[src/rtl/uart_tx_arbiter.sv]
// uart_tx_arbiter
//   Round-robin sharing of one UART byte transmitter among up to four
//   requesters. The winning byte is latched, a one-cycle start is issued, and
//   the transmitter busy flag is followed through a full frame before the
//   next grant. A sticky error flags a transmitter that never goes busy.
//
//   Optional feature: define UART_TX_ARB_LOCK_EN to let a requester holding
//   lock[i] keep the grant for back-to-back bytes without a round-robin step.
//   With the macro undefined the lock input is ignored.
//
// Handshake: req[i] is a level request and data[8i+7:8i] must be stable
//   while it is high. The arbiter accepts the byte with a one-cycle ack[i]
//   pulse, after which the requester drops req[i] or presents its next byte.
//   req is only looked at while the arbiter is idle, so a request raised
//   mid-frame simply waits. tx_start is a single-cycle pulse and tx_busy is
//   the transmitter's level frame-in-progress flag.
module uart_tx_arbiter #(
  parameter int NREQ    = 4,
  parameter int TIMEOUT = 1023
) (
  input  logic              clk,
  input  logic              rst_n,
  input  logic [NREQ-1:0]   req,
  input  logic [8*NREQ-1:0] data,
  input  logic [NREQ-1:0]   lock,
  output logic [NREQ-1:0]   ack,
  output logic [7:0]        tx_data,
  output logic              tx_start,
  input  logic              tx_busy,
  output logic [1:0]        grant_id,
  output logic              busy,
  output logic              err,
  input  logic              err_clr,
  output logic [1:0]        state_dbg
);

  typedef enum logic [1:0] {
    S_IDLE    = 2'd0,
    S_START   = 2'd1,
    S_WAIT_HI = 2'd2,
    S_WAIT_LO = 2'd3
  } state_t;

  localparam logic [9:0] TIMEOUT_C = 10'(TIMEOUT);

  state_t            state_q, state_d;
  logic [1:0]        ptr_q, ptr_d;
  logic [9:0]        cnt_q, cnt_d;
  logic [NREQ-1:0]   ack_q, ack_d;
  logic [7:0]        tx_data_q, tx_data_d;
  logic              tx_start_q, tx_start_d;
  logic [1:0]        grant_q, grant_d;
  logic              err_q, err_d;
  logic              err_set;

  logic              rr_found;
  logic [1:0]        rr_win;
  logic [7:0]        rr_byte;
  logic [NREQ-1:0]   rr_ack;

  // Round-robin search starting one past the last granted index.
  always_comb begin
    rr_found = 1'b0;
    rr_win   = ptr_q;
    for (int off = 1; off <= NREQ; off++) begin
      for (int i = 0; i < NREQ; i++) begin
        if (!rr_found && req[i] && (((int'(ptr_q) + off) % NREQ) == i)) begin
          rr_found = 1'b1;
          rr_win   = 2'(i);
        end
      end
    end
  end

  // Byte and ack pattern belonging to the round-robin winner.
  always_comb begin
    rr_byte = 8'h00;
    rr_ack  = '0;
    for (int i = 0; i < NREQ; i++) begin
      if (rr_win == 2'(i)) begin
        rr_byte   = data[8*i +: 8];
        rr_ack[i] = 1'b1;
      end
    end
  end

`ifdef UART_TX_ARB_LOCK_EN
  logic              lock_hold;
  logic [7:0]        lock_byte;
  logic [NREQ-1:0]   lock_ack;

  // Current holder keeps the grant when it still requests with lock set.
  always_comb begin
    lock_hold = 1'b0;
    lock_byte = 8'h00;
    lock_ack  = '0;
    for (int i = 0; i < NREQ; i++) begin
      if (grant_q == 2'(i)) begin
        lock_hold   = lock[i] & req[i];
        lock_byte   = data[8*i +: 8];
        lock_ack[i] = 1'b1;
      end
    end
  end
`else
  logic unused_lock;
  assign unused_lock = ^lock;
`endif

  // Next-state and next-output logic for the grant/frame sequencer.
  always_comb begin
    state_d    = state_q;
    ptr_d      = ptr_q;
    cnt_d      = cnt_q;
    ack_d      = '0;
    tx_data_d  = tx_data_q;
    tx_start_d = 1'b0;
    grant_d    = grant_q;
    err_set    = 1'b0;
    case (state_q)
      S_IDLE: begin
        if (rr_found) begin
          ack_d     = rr_ack;
          tx_data_d = rr_byte;
          grant_d   = rr_win;
          ptr_d     = rr_win;
          state_d   = S_START;
        end
      end
      S_START: begin
        tx_start_d = 1'b1;
        cnt_d      = 10'd0;
        state_d    = S_WAIT_HI;
      end
      S_WAIT_HI: begin
        if (tx_busy) begin
          state_d = S_WAIT_LO;
        end else if (cnt_q == TIMEOUT_C) begin
          // Byte is dropped; a lock cannot carry across this path.
          err_set = 1'b1;
          state_d = S_IDLE;
        end else begin
          cnt_d = cnt_q + 10'd1;
        end
      end
      S_WAIT_LO: begin
        if (!tx_busy) begin
          state_d = S_IDLE;
`ifdef UART_TX_ARB_LOCK_EN
          if (lock_hold) begin
            ack_d     = lock_ack;
            tx_data_d = lock_byte;
            state_d   = S_START;
          end
`endif
        end
      end
      default: state_d = S_IDLE;
    endcase
    err_d = err_q;
    if (err_clr) err_d = 1'b0;
    if (err_set) err_d = 1'b1;
  end

  // State and output registers; reset aborts any frame in progress.
  always_ff @(posedge clk or negedge rst_n) begin
    if (!rst_n) begin
      state_q    <= S_IDLE;
      ptr_q      <= 2'(NREQ - 1);
      cnt_q      <= 10'd0;
      ack_q      <= '0;
      tx_data_q  <= 8'h00;
      tx_start_q <= 1'b0;
      grant_q    <= 2'd0;
      err_q      <= 1'b0;
    end else begin
      state_q    <= state_d;
      ptr_q      <= ptr_d;
      cnt_q      <= cnt_d;
      ack_q      <= ack_d;
      tx_data_q  <= tx_data_d;
      tx_start_q <= tx_start_d;
      grant_q    <= grant_d;
      err_q      <= err_d;
    end
  end

  assign ack       = ack_q;
  assign tx_data   = tx_data_q;
  assign tx_start  = tx_start_q;
  assign grant_id  = grant_q;
  assign busy      = (state_q != S_IDLE);
  assign err       = err_q;
  assign state_dbg = state_q;

endmodule

[config.mk]
export PLATFORM = sky130hd
export DESIGN_NAME = uart_tx_arbiter
export DESIGN_NICKNAME = d
export VERILOG_FILES = /design/src/rtl/uart_tx_arbiter.sv
export SDC_FILE = /design/constraint.sdc
export NUM_CORES = 1
export LEC_CHECK = 0
export CAP_MARGIN = 40
export CELL_PAD_IN_SITES_DETAIL_PLACEMENT = 0
export CELL_PAD_IN_SITES_GLOBAL_PLACEMENT = 2
export CORE_ASPECT_RATIO = 1.75
export CORE_MARGIN = 4
export CORE_UTILIZATION = 25
export CTS_CLUSTER_SIZE = 16
export DETAILED_ROUTE_END_ITERATION = 6
export HOLD_SLACK_MARGIN = 0.08
export PLACE_DENSITY = 0.82
export REMOVE_ABC_BUFFERS = 1
export SLEW_MARGIN = 5
export SYNTH_ARGS = -nofsm -noshare
export SYNTH_HDL_FRONTEND = slang
export SYNTH_SLANG_ARGS = --single-unit
[constraint.sdc]
create_clock -name clk -period 2.1 [get_ports clk]
set_input_delay 0.21 -clock clk [delete_from_list [all_inputs] [get_ports clk]]
set_output_delay 0.21 -clock clk [all_outputs]
set_load 0.005 [all_outputs]
### Word level (Yosys, flattened, before mapping)

Index checks and enable logic that the tools add are counted.

* multiplexer cells: 56
* reductions and logical operators: 62
* add/subtract/negate cells: 5
* bitwise gates (word level): 4
* equality and inequality tests: 24

Operators by type and width (number)
* $logic_not 32->1: 4
* $mux 2: 20
* $mux 8: 4
* $logic_and 1x1->1: 31
* $mux 1: 26
* $eq 3x3->1 const B: 8
* $mux 10: 2
* $pmux 10 s2: 1
* $logic_not 1->1: 15
* $eq 3x2->1 const B: 4
* $add 10x1->10 const B: 1
* $eq 10x10->1 const B: 1
* $eq 2x2->1 const B: 4
* $mux 4: 2
* $ne 2x2->1 const B: 4
* $pmux 2 s4: 1
* $reduce_or 2->1: 4
* $reduce_and 3->1: 2
* $reduce_bool 2->1: 3
* $add 2x1->2 const B: 2
* $add 2x2->2 const B: 2
* $and 1x1->1 const A: 4
* $eq 2x1->1 const B: 2
* $logic_not 2->1: 2
* 2 further kinds: 2

* logic and storage cells: 159
* bits in registers: 30
* input bits: 44
* output and inout bits: 19

### Depth between registers and ports, before layout

Gate-level depths: netlist of run 1.

* depth after elaboration: 71
* depth in mapped cells: 6
* depth with buffers taken out: 6

### Worst setup path after synthesis of run 1

Ideal clock, no wire load.

* path kind: reg2reg
* start: register ptr_q[0]
* end: register tx_data_q[3] (netlist: tx_data[3])
* data required time: 1.958 ns
* path buffers: 1
* setup slack: 0.354 ns
* library setup time: 0.142 ns
* cell stages (with the launch flop): 7
* data arrival time: 1.604 ns
* period minus slack after synthesis: 1.746 ns
* cells stage by stage: dfstp_2 nand2b_1 o21ai_1 a221oi_2 buf_4 mux2i_1 o221ai_1

* longest elaborated chain between the ends: 71
* elaborated cells on any way between the ends: 115
* classes of those cells: 4 x add/sub; 15 x eq/ne; 36 x mux; 4 x bitwise; 56 x reduce/logical

Ends and longest elaborated chain
* start, declared: RTL line 47 `logic [1:0] ptr_q, ptr_d;`
* start signal, assigned: RTL line 169 `ptr_q <= 2'(NREQ - 1);`
* start signal, assigned: RTL line 178 `ptr_q <= ptr_d;`
* $add 2x1->2: RTL line 67 `if (!rr_found && req[i] && (((int'(ptr_q) + off) % NREQ) == i)) begin`
* $reduce_or 2->1 (no source line)
* $and 1x1->1 (no source line)
* $logic_not 32->1: RTL line 67
* $logic_and 1x1->1: RTL line 67
* $mux 1: RTL line 67
* $logic_not 1->1: RTL line 67
* $logic_and 1x1->1 (2 in a row): RTL line 67
* [49 not listed]
* $logic_not 1->1: RTL line 67
* $logic_and 1x1->1 (2 in a row): RTL line 67
* $mux 1: RTL line 67
* $logic_not 1->1: RTL line 67
* $logic_and 1x1->1 (2 in a row): RTL line 67
* $mux 2: RTL line 67
* $logic_not 2->1: RTL line 80 `if (rr_win == 2'(i)) begin`
* $mux 8 (4 in a row): RTL line 80
* end signal, assigned: RTL line 181 `tx_data_q <= tx_data_d;`
* end, declared: RTL line 50 `logic [7:0] tx_data_q, tx_data_d;`

Several ways; a longest one is shown, not always the timed one.
A chain may end at the register's enable or synchronous reset.

### Worst setup path after layout of run 1

* start: register ptr_q[0]
* end: register tx_data_q[2] (netlist: tx_data[2])

The elaborated chain is that of the path after synthesis.

==> results.yml, run 1 <==
finish:
  register_area_um2: 753
  fill_cells: 622
  synthToLayoutAreaGrowth_pct: 53.4
  multi_input_area_um2: 716
  diodes: 0
  nets: 263
  drive_above_1_share: 0.0913
pwr:
  pwr-share-comb: 0.470
  power.switching_uw: 877
  power_frac_clock: 0.174
  pwr_density_cell_mw_per_mm2: 1100
  sw_frac_of_total: 0.343
  leakagePower_uw: 0.00101
  ir_drop_mv: 0.326
  seqPwrFrac: 0.356
  power_uw: 2550
  p_int_uw: 1680
drt:
  drt_wl_total_um: 4120
  drc: 0
  vias_per_cell: 4.62
  first_pass_iters: 4
  vias: 1371
  dr.first_iter.drc_count: 46
  ant_nets: 0
  wl_per_cell_um: 13.9
cts:
  numCtsBuffers: 5
  clkLatencyLatePin_ps: 280
  htreeDepth: 2
  postCtsHoldBufs: 0
  cts.repair.resized: 0
  cts_tree: "done"
  cts_buffer_depth: 2
  cts_sinks: 30
  path_clk_slew_ps: 60
  post_cts_buffers: 0
  cts_root_buf: "clkbuf_8"
synth:
  synthTopCellsByCount: "dfrtp_1 (28), nand2_1 (23), nor2_1 (20), mux2i_1 (17), o221ai_1 (8)"
  syn_avg_cell_area_um2: 10.0
  yosys.area.top_type_share: 0.464
  synth_area_mm2: 0.00151
  synthFlopType: "dfrtp_1"
  seq_area_frac_synth: 0.499
  yosysUniqueCellTypes: 36
  synth-seq-cells: 30
  synthCells: 151
  yosysTopAreaCell: "dfrtp_1"
  ys_warn_count: 0
  ys_top_cells_by_area: "dfrtp_1 (46%), mux2i_1 (11%), nand2_1 (5.7%), nor2_1 (5.0%), o221ai_1 (4.6%)"
  synth_edf_count: 0
  ys_async_sr_fraction: 1.00
  synth.most_common_cell: "dfrtp_1"
worst_setup_path:
  critPathCaptureType: "register"
  start_kind: "register"
  path_max_fanout: 21
  crit_type: "reg -> reg"
  critPathRequiredTime_ps: 2240
  crit_arrival_ps: 2010
global_routing:
  antenna_found_initial: 0
  grt_usage: 0.113
  grt_pass1_vias: 1360
  grtUsageMet1: 0.112
  grt_most_used_layer: "met2"
  grt_pass1_wl_um: 6400
  gr-usage-met2: 0.204
  gr-usage-met3: 0.0375
  grt_max_degree: 31
  grt_overflow: 0
timing:
  skew_ps: 5.25
  fmax_mhz: 537
  maxSlewViolCount: 0
  slew_headroom: 0.717
  setup_viol: 0
  period_needed_ps: 1860
  hold_violations: 0
  worstMarginPinSlew_ps: 424
  period_share: 0.887
  rsz0062_at_grt: "false"
  layout_setup_ws_ps: 237
  hold_slack_ps: 328
floorplan:
  core_region_area_mm2: 0.00588
  ios: 63
  die_h_um: 111
  row_count: 37
  dieArea_mm2: 0.00740
  start_util: 0.257
  die_w_um: 66.8
worst_hold_path:
  hp-class: "in -> async"
flow_run:
  max-cap-violations: 0
status:
  status: "completed"
placed_design:
  dp_hpwl_um: 3080
  routabilityCongestion: 0.690
  place_ws_ps: 114
  portBuffers: 58
==> worst paths after layout <==
path                            slack, ps    endpoint  cells past startpoint        from
worst max-delay path                  240  tx_data[2]                      6    ptr_q[0]
worst min-delay path                  330      ack[3]                      2       rst_n
worst max register to register        240  tx_data[2]                      6    ptr_q[0]
worst min register to register        490  tx_data[3]                      2  tx_data[3]
max in group asynchronous            1450    ptr_q[0]                      2       rst_n
min in group clk                      490  tx_data[3]                      2  tx_data[3]
==> placed cells by master (no fill, tap or decap), drive strengths merged <==
cell type	Yosys	routed
nand3b	1	1
nand2	23	23
clkdlybuf4s50	0	58
dfrtp	28	28
xnor2	2	2
buf	2	7
o221ai	8	8
nor2b	1	1
nand2b	4	4
o22ai	1	1
o31ai	1	1
clkinv	0	2
xor2	3	3
ha	1	1
mux2i	17	17
a21o	1	1
and3	1	1
a31oi	1	1
clkbuf	3	6
or4b	1	1
or4	1	1
o21ai	5	5
o31a	1	1
a21oi	5	5
o211ai	1	1
nor2	20	20
or3	1	1
nand4	2	2
nand3	4	4
o21a	1	1
nor3	1	1
nor3b	1	1
dfstp	2	2
a221oi	1	1
inv	6	6
==> state kept, by name (all words and copies together), names as in the netlist <==
name,flops
state_dbg,2
ack,4
tx_data,8
grant_id,2
cnt_q,10
tx_start,1
ptr_q,2
err,1
==> power by group through the flow <==
stage,logic (uW),clock network (uW),registers [uW]
after global placement,1220,0,918
final,1200,444,910
after CTS,1230,464,911
after floorplan,585,0,911
after global routing,1320,481,933
after detailed placement,1230,0,921
==> kinds of logic after synthesis <==
logic type | after synthesis | share of synthesized area
xor+xnor | 5 | 0.0290
fa+ha+maj | 1 | 0.00828
flops | 30 | 0.499
simple gates | 61 | 0.190
mux | 17 | 0.113
buf+inv | 11 | 0.0348
compound gates | 26 | 0.127
==> layout make-up <==
type,count,area share
inverters,6,0.00972
flip-flops and latches,30,0.325
clock buffers,6,0.0313
multi-input cells,110,0.309
repair buffers,65,0.279
well taps,78,0.0421
clock inverters,2,0.00432
==> critical path, stage by stage, from the launching register on <==
cell and delay [ps]:
dfstp_2 570, nand2b_1 130, o21ai_1 100, a221oi_4 340, buf_12 220, mux2i_1 230
o221ai_1 130
==> metrics by stage <==
step / utilization / cell area [um2] / cells / setup TNS (ps)
after CTS: 0.394 / 2320 / 297 / 0
after global routing: 0.394 / 2320 / 297 / 0
after floorplan: - / 1480 / 146 / -4130
after global placement: 0.380 / 2230 / 289 / 0
final: 0.394 / 2320 / 297 / 0
after detailed placement: 0.380 / 2230 / 289 / 0
==> per-layer routing <==
metal	share of wire	vias up
li1	-	664
met1	0.37	651
met3	0.088	5
met2	0.53	51
met4	0.018	0
met5	0	-
(Power assumes the default switching activity.)
==> run 2: changes to the inputs <==
CTS_BUF_LIST = sky130_fd_sc_hd__clkbuf_2   (was default)
==> run 2 against run 1 <==
Combinational power about the same. Sequential share of layout area up 0.61 points. Hold slack worse by 100 ps. Highest routed layer unchanged. Critical path type unchanged.
==> results.yml, run 2 (synthesis results as in run 1) <==
timing:
  fmax_mhz: 532
  tns_ps: 0
  period_needed_ps: 1880
  period_share: 0.896
  layout_setup_ws_ps: 219
  skew_ps: 12.9
  rsz0062_at_grt: "false"
  slew_headroom: 0.717
  hold_slack_ps: 225
  hold_violations: 0
  setup_viol: 0
  maxSlewViolCount: 0
  worstMarginPinSlew_ps: 424
pwr:
  power_uw: 2390
  ir_drop_mv: 0.323
  p_int_uw: 1530
  power.switching_uw: 865
  seqPwrFrac: 0.379
  pwr-share-comb: 0.502
  sw_frac_of_total: 0.361
  pwr_density_cell_mw_per_mm2: 1050
  leakagePower_uw: 0.00100
  power_frac_clock: 0.119
floorplan:
  core_region_area_mm2: 0.00588
  start_util: 0.257
  dieArea_mm2: 0.00740
  die_h_um: 111
  die_w_um: 66.8
  row_count: 37
  ios: 63
worst_setup_path:
  worst-path-buf-inv: 1
  crit_type: "reg -> reg"
  cp_top_family: "flip-flops"
  cp_cell_sequence: "nand2b_1 > o21ai_1 > a221oi_4 > buf_12 > mux2i_1 > o221ai_1"
  crit_arrival_ps: 2110
  cpPeakStageDelay_ps: 600
  cp_slowest_cell: "dfstp_2"
  start_kind: "register"
  path_max_fanout: 21
  critPathRequiredTime_ps: 2330
  critPathCaptureType: "register"
worst_hold_path:
  hp-class: "in -> async"
flow_run:
  max-cap-violations: 0
drt:
  drt_wl_total_um: 4100
  first_pass_iters: 4
  vias: 1357
  drc: 0
  wl_per_cell_um: 13.8
  ant_nets: 0
  dr.first_iter.drc_count: 37
  vias_per_cell: 4.57
cts:
  clkLatencyLatePin_ps: 360
  cts_root_buf: "clkbuf_2"
  cts_buffer_depth: 2
  path_clk_slew_ps: 170
  numCtsBuffers: 5
  post_cts_buffers: 0
  cts_tree: "done"
  cts_sinks: 30
  htreeDepth: 2
  postCtsHoldBufs: 0
  cts.repair.resized: 0
status:
  status: "completed"
placed_design:
  routabilityCongestion: 0.690
  place_ws_ps: 114
  dp_hpwl_um: 3080
  place_inst: 289
  portBuffers: 58
finish:
  finalNonFillerCells: 297
  top_register: "cnt_q"
  synthToLayoutAreaGrowth_pct: 50.6
  final_cell_mix: "clkdlybuf4s50_1 (58), dfrtp_1 (28), nand2_1 (23)"
  final_common_cell: "clkdlybuf4s50_1"
  diodes: 0
  nets: 263
  largest_register_ffs: 10
  drive_above_1_share: 0.0959
global_routing:
  grt_overflow: 0
  grt_usage: 0.113
  grt_max_degree: 31
  grt_pass1_vias: 1343
  grt_pass1_wl_um: 6340
  antenna_found_initial: 0
## run 2: cell types whose count changed in the layout (fill, tap and decap cells not counted)
cell / change
clkbuf_1: -1
clkbuf_8: -5
clkbuf_2: +6
## run 2: area by class of cell
class | count | area [um2]
Clock inverter | 2 | 10.0
Sequential cell | 30 | 753
Timing Repair Buffer | 65 | 646
Inverter | 6 | 22.5
Fill cell | 624 | 3600
Multi-Input combinational cell | 110 | 716
Tap cell | 78 | 97.6
Clock buffer | 6 | 30.0
## run 2: routing by layer
metal	GRT usage	up-vias	routed length [um]
li1	-	667	-
met1	0.112	639	1520
met2	0.202	46	2140
met3	0.0406	5	367
met4	0.0488	0	73
met5	0	-	0
## run 2: power by group through the flow
stage	registers [uW]	clock network (uW)	logic (uW)
2_1_floorplan	911	0	585
3_3_place_gp	918	0	1220
3_5_place_dp	921	0	1230
4_1_cts	908	308	1240
5_1_grt	931	329	1320
6_report	908	285	1200
## run 2: final timing paths
check | startpoint | end | slack [ps] | cells after the start
min in group clk | err_clr | err | 440 | 2
hold / removal | rst_n | tx_start | 230 | 2
setup reg to reg | ptr_q[0] | tx_data[2] | 220 | 6
setup / recovery | ptr_q[0] | tx_data[2] | 220 | 6
hold reg to reg | tx_data[2] | tx_data[2] | 510 | 2
max in group asynchronous | rst_n | ptr_q[0] | 1550 | 2
## run 2: stage by stage
stage,instance area [um2],utilization
finish,2270,0.387
detailed placement,2230,0.380
CTS,2270,0.387
floorplan,1480,-
global route,2270,0.387
global placement,2230,0.380
